===== src/rtl/dcm_pkg.sv =====
// Shared definitions for the dcm speed controller: state encodings, program
// limits and the saturating step helpers.
package dcm_pkg;

    typedef enum logic [2:0] {
        ST_IDLE    = 3'd0,
        ST_ISSUE   = 3'd1,
        ST_VERIFY  = 3'd2,
        ST_HOLDOFF = 3'd3,
        ST_ERROR   = 3'd4
    } state_e;

    localparam logic [2:0] PROG_MIN = 3'd0;
    localparam logic [2:0] PROG_MAX = 3'd7;

    function automatic logic [2:0] satInc(input logic [2:0] v);
        return (v == PROG_MAX) ? v : v + 3'd1;
    endfunction

    function automatic logic [2:0] satDec(input logic [2:0] v);
        return (v == PROG_MIN) ? v : v - 3'd1;
    endfunction

endpackage


===== src/rtl/dcm_ctrl_sync_edge.sv =====
// Two-flop synchronizer for a raw button level followed by a registered
// rising-edge detect, giving a one-cycle event per press.
module sync_edge
    import dcm_pkg::*;
(
    input  logic clock,
    input  logic reset,
    input  logic level_i,
    output logic rise_o
);

    logic meta_q;
    logic sync_q;
    logic prev_q;

    always_ff @(posedge clock or negedge reset) begin
        if (!reset) begin
            meta_q <= 1'b0;
            sync_q <= 1'b0;
            prev_q <= 1'b0;
        end else begin
            meta_q <= level_i;
            sync_q <= meta_q;
            prev_q <= sync_q;
        end
    end

    assign rise_o = sync_q & ~prev_q;

endmodule


===== src/rtl/dcm_ctrl.sv =====
// Speed-selection controller for dcm: turns button presses and direct loads
// into update pulses, verifies them against prog_fb, retries and rate-limits.
module dcm_ctrl
    import dcm_pkg::*;
#(
    parameter int VERIFY_CYC  = 4,
    parameter int MAX_RETRY   = 2,
    parameter int HOLDOFF_CYC = 10_000_000
) (
    input  logic       clock,
    input  logic       reset,
    input  logic       inc,
    input  logic       dec,
    input  logic       set_valid,
    input  logic [2:0] set_val,
    input  logic       clr_err,
    input  logic [2:0] prog_fb,
    output logic       update,
    output logic [2:0] prog_in,
    output logic [2:0] speed,
    output logic       busy,
    output logic       err
);

    localparam logic [31:0] VERIFY_LAST = 32'(VERIFY_CYC - 1);
    localparam logic [31:0] RETRY_LIM   = 32'(MAX_RETRY);
    localparam logic [31:0] HOLD_LOAD   = 32'(HOLDOFF_CYC - 1);

    logic inc_ev;
    logic dec_ev;

    sync_edge u_inc_sync (
        .clock   (clock),
        .reset   (reset),
        .level_i (inc),
        .rise_o  (inc_ev)
    );

    sync_edge u_dec_sync (
        .clock   (clock),
        .reset   (reset),
        .level_i (dec),
        .rise_o  (dec_ev)
    );

    state_e      state_q;
    logic [2:0]  prog_q;
    logic [2:0]  speed_q;
    logic        update_q;
    logic        busy_q;
    logic        err_q;
    logic [31:0] vcnt_q;
    logic [31:0] retry_q;
    logic [31:0] hold_q;

    logic [2:0] target_d;
    logic       take_d;

    // A direct load outranks button events; opposing events cancel each other.
    always_comb begin
        target_d = speed_q;
        take_d   = 1'b0;
        if (set_valid) begin
            target_d = set_val;
            take_d   = 1'b1;
        end else if (inc_ev && !dec_ev) begin
            target_d = satInc(speed_q);
            take_d   = 1'b1;
        end else if (dec_ev && !inc_ev) begin
            target_d = satDec(speed_q);
            take_d   = 1'b1;
        end
        if (target_d == speed_q) begin
            take_d = 1'b0;
        end
    end

    always_ff @(posedge clock or negedge reset) begin
        if (!reset) begin
            state_q  <= ST_IDLE;
            prog_q   <= 3'd0;
            speed_q  <= 3'd0;
            update_q <= 1'b0;
            busy_q   <= 1'b0;
            err_q    <= 1'b0;
            vcnt_q   <= '0;
            retry_q  <= '0;
            hold_q   <= '0;
        end else begin
            update_q <= 1'b0;
            case (state_q)
                ST_IDLE: begin
                    if (take_d) begin
                        prog_q  <= target_d;
                        retry_q <= '0;
                        busy_q  <= 1'b1;
                        state_q <= ST_ISSUE;
                    end
                end
                ST_ISSUE: begin
                    update_q <= 1'b1;
                    vcnt_q   <= '0;
                    state_q  <= ST_VERIFY;
                end
                ST_VERIFY: begin
                    if (prog_fb == prog_q) begin
                        speed_q <= prog_q;
                        hold_q  <= HOLD_LOAD;
                        state_q <= ST_HOLDOFF;
                    end else if (vcnt_q == VERIFY_LAST) begin
                        if (retry_q < RETRY_LIM) begin
                            retry_q <= retry_q + 32'd1;
                            state_q <= ST_ISSUE;
                        end else begin
                            busy_q  <= 1'b0;
                            err_q   <= 1'b1;
                            state_q <= ST_ERROR;
                        end
                    end else begin
                        vcnt_q <= vcnt_q + 32'd1;
                    end
                end
                ST_HOLDOFF: begin
                    // Only a direct load may cut the rate limit short.
                    if (set_valid && take_d) begin
                        prog_q  <= set_val;
                        retry_q <= '0;
                        state_q <= ST_ISSUE;
                    end else if (hold_q == '0) begin
                        busy_q  <= 1'b0;
                        state_q <= ST_IDLE;
                    end else begin
                        hold_q <= hold_q - 32'd1;
                    end
                end
                ST_ERROR: begin
                    if (clr_err) begin
                        err_q   <= 1'b0;
                        state_q <= ST_IDLE;
                    end
                end
                default: state_q <= ST_IDLE;
            endcase
        end
    end

    assign update  = update_q;
    assign prog_in = prog_q;
    assign speed   = speed_q;
    assign busy    = busy_q;
    assign err     = err_q;

endmodule


===== config.mk =====
export PLATFORM = sky130hd
export DESIGN_NAME = dcm_ctrl
export DESIGN_NICKNAME = d
export VERILOG_FILES = /design/src/rtl/dcm_pkg.sv /design/src/rtl/dcm_ctrl_sync_edge.sv /design/src/rtl/dcm_ctrl.sv
export SDC_FILE = /design/constraint.sdc
export NUM_CORES = 1
export LEC_CHECK = 0
export CAP_MARGIN = 20
export CORE_ASPECT_RATIO = 2
export CORE_UTILIZATION = 45
export CTS_BUF_LIST = sky130_fd_sc_hd__clkbuf_2
export CTS_CLUSTER_SIZE = 25
export DETAILED_ROUTE_END_ITERATION = 12
export PLACE_DENSITY = 0.65
export SLEW_MARGIN = 20
export SYNTH_ARGS = -nofsm -noshare
export SYNTH_HDL_FRONTEND = slang
export SYNTH_HIERARCHICAL = 1
export SYNTH_SLANG_ARGS = --single-unit

===== constraint.sdc =====
create_clock -name clock -period 3.7 [get_ports clock]
set_input_delay 0.74 -clock clock [delete_from_list [all_inputs] [get_ports clock]]
set_output_delay 0.74 -clock clock [all_outputs]
set_load 0.02 [all_outputs]

==> impl_metrics.json <==
{
  "status": "completed",
  "routedWlPerCell_um": 16.32,
  "clockBufferDepth": 2,
  "internal-power_mw": 2.276,
  "cts_inserted_buffers": 17,
  "grt_max_degree": 63,
  "ir_drop_v": 0.0004016,
  "row_count": 57,
  "place.gp.congestion": 0.8587,
  "regToRegSetupSlack_ns": 0.68,
  "cts_resized": 0,
  "fin_tns_setup_ns": 0,
  "hold_class": "input port to asynchronous set/reset pin",
  "cts_root_buffer": "clkbuf_2",
  "setup_viol": 0,
  "antenna_found_initial": 1,
  "grtUsageTotal": 0.2128,
  "synth_area_leaders": "dfrtp_1 51%, xnor2_1 6.4%, nor2_1 4.7%",
  "r2r-end": "hold_q[23]",
  "yosys.area.top_type": "dfrtp_1",
  "hold_ws_ns": 0.08076,
  "cts.reportedPaths.clkPinSlew_ns": 0.20,
  "dr.pass1.iters": 7,
  "ys_types": 52,
  "numPortBuffers": 20,
  "powerDensity_mw_per_mm2": 600.8,
  "synth-main-ff-cell": "dfrtp_1",
  "cp_common_cell": "or4_1",
  "tightestPinTransition_ns": 0.7728,
  "async_reset_ff_frac": 1.000,
  "switching_share": 0.3967,
  "rsz0062_at_grt": "no",
  "r2r_start": "hold_q[8]",
  "worstPathRequired_ns": 4.30,
  "antenna_left": 0,
  "max_stage_delay_ns": 0.63,
  "cp.arrival_ns": 3.62,
  "final_cell_mix": "114 x dfrtp_1, 70 x nor2_1, 52 x nand2_1, 41 x xnor2_1, 31 x nor3_1",
  "drive_gt1_frac": 0.1052,
  "grt_pass1_wl_um": 21000,
  "cts_tree": "yes",
  "via_count": 4337,
  "clkSinkCount": 114,
  "die_y_um": 160.1,
  "end_kind": "flip-flop",
  "pre_cts_slack_ns": 0.4675,
  "fin_crit_ns": 3.017,
  "synthCells": 576,
  "drt_wl_total_um": 12500,
  "cp_top_family": "simple AND/OR/NAND/NOR gates",
  "power_frac_comb": 0.318,
  "dieWidth_um": 81.03,
  "cp-start-kind": "flip-flop",
  "critPathKind": "flip-flop to flip-flop",
  "n_fill_cell": 1133,
  "synth_fp_nets": 596,
  "power_frac_seq": 0.441,
  "dp_hpwl_um": 9001,
  "syn_to_final_growth_pct": 11.71,
  "synth_edf_count": 0,
  "crit_slowest_cell": "or4_1",
  "drc_errors": 0,
  "clkPwrFrac": 0.240,
  "clock_skew_ns": 0.03620,
  "seq_area_frac_synth": 0.5076,
  "placed_cell_area_sq_mm": 0.006008,
  "maxCapViolCount": 0,
  "h-tree-depth": 4,
  "clk_latency_ns": 0.69,
  "syn-cell-area_sq_mm": 0.005620,
  "clock.fmax_ghz": 0.3315,
  "final_common_cell": "dfrtp_1",
  "ys_warn_count": 6,
  "die_area_sq_mm": 0.01297,
  "first_global_vias": 4547,
  "min_period_over_period": 0.8153,
  "p_sw_mw": 1.496,
  "cp_cell_sequence": "or4_4 > or4_1 > or4_1 > nand3_2 > buf_4 > nor4_1 > xnor2_1 > nand2_1",
  "nets": 625,
  "cts_hold_buf": 0,
  "synth_top_area_frac": 0.5076,
  "rr_worst_depth": 8,
  "leakage_nw": 2.656,
  "initial_core_util": 0.4636,
  "setup_ws_ns": 0.6834,
  "finalMaxSlewViolations": 0,
  "overflow": 0,
  "maxSlewHeadroom": 0.4848,
  "hold_violations": 0,
  "ys_seq_elements": 114,
  "io_pins": 21,
  "final_area_sq_mm": 0.006279,
  "routed_via_density": 5.662,
  "syn_area_per_cell_sq_um": 9.758,
  "post_cts_buffers": 0,
  "cp_num_buf_inv": 1,
  "critPathMaxFanout": 8,
  "coreArea_sq_mm": 0.01212,
  "drt_iter0_drc": 251
}
[power by group through the flow]
stage	sequential [mW]	clock (mW)	combinational, mW
global route	1.69	0.989	1.33
finish	1.66	0.907	1.20
detailed placement	1.68	0	1.20
CTS	1.66	0.936	1.21
floorplan	1.66	0	0.801
global placement	1.67	0	1.17
[per-layer routing]
metal / track usage / wire length [um] / vias to the layer above
met1: 0.2186 / 4709 / 2162
met5: 0 / 0 / -
met2: 0.3896 / 7160 / 84
li1: - / - / 2070
met3: 0.05143 / 373 / 21
met4: 0.09497 / 260 / 0
[cell families after synthesis]
family	share of synthesized area
xor+xnor	0.08727
mux	0.007569
fa+ha+maj	0.01781
simple gates	0.2930
compound gates	0.06166
flops	0.5076
buf+inv	0.02516
[Yosys cell counts, drive strengths merged, types with 5 or more instances]
| cell | instances |
|---|---|
| xor2 | 15 |
| nand4 | 16 |
| nand2b | 7 |
| nor2b | 31 |
| nor2 | 70 |
| clkbuf | 19 |
| xnor2 | 41 |
| nand3 | 18 |
| nor3 | 32 |
| inv | 14 |
| nand2 | 52 |
| a21oi | 17 |
| nor4 | 31 |
| or3 | 12 |
| or4 | 5 |
| ha | 8 |
| dfrtp | 114 |
| o21ai | 17 |
[registers in the layout, summed over array words and instances (netlist names), 3 cells and up]
register	cells
state_q	3
retry_q	32
hold_q	32
speed	3
vcnt_q	32
prog_in	3
[cell type report]
class	instances	area [sq um]	area share
multi-input combinational	426	2631	0.4191
timing repair buffer	32	287.8	0.04584
antenna	1	2.502	0.0003986
tap	147	183.9	0.02929
clock buffer	17	85.08	0.01355
sequential	114	2853	0.4544
inverter	14	52.55	0.008370
clock inverter	15	182.7	0.02910
[stage by stage]
step	power, mW	cells	util
3_5_place_dp	2.887	733	0.4956
5_1_grt	4.011	766	0.5179
6_report	3.772	766	0.5179
4_1_cts	3.805	765	0.5176
3_3_place_gp	2.844	733	0.4956
2_1_floorplan	2.458	576	-
[worst max-delay path by stage]
stage / cells after the start / from / endpoint / slack [ns]
5_1_grt: 7 / hold_q[8] / hold_q[23] / 0.55
2_1_floorplan: 9 / hold_q[9] / hold_q[30] / 0.93
4_1_cts: 8 / hold_q[8] / hold_q[23] / 0.68
6_report: 8 / hold_q[8] / hold_q[23] / 0.68
3_3_place_gp: 8 / prog_fb[0] / vcnt_q[19] / 0.53
3_5_place_dp: 8 / prog_fb[0] / vcnt_q[17] / 0.47
Note: power is estimated with default switching activity, not from simulation.
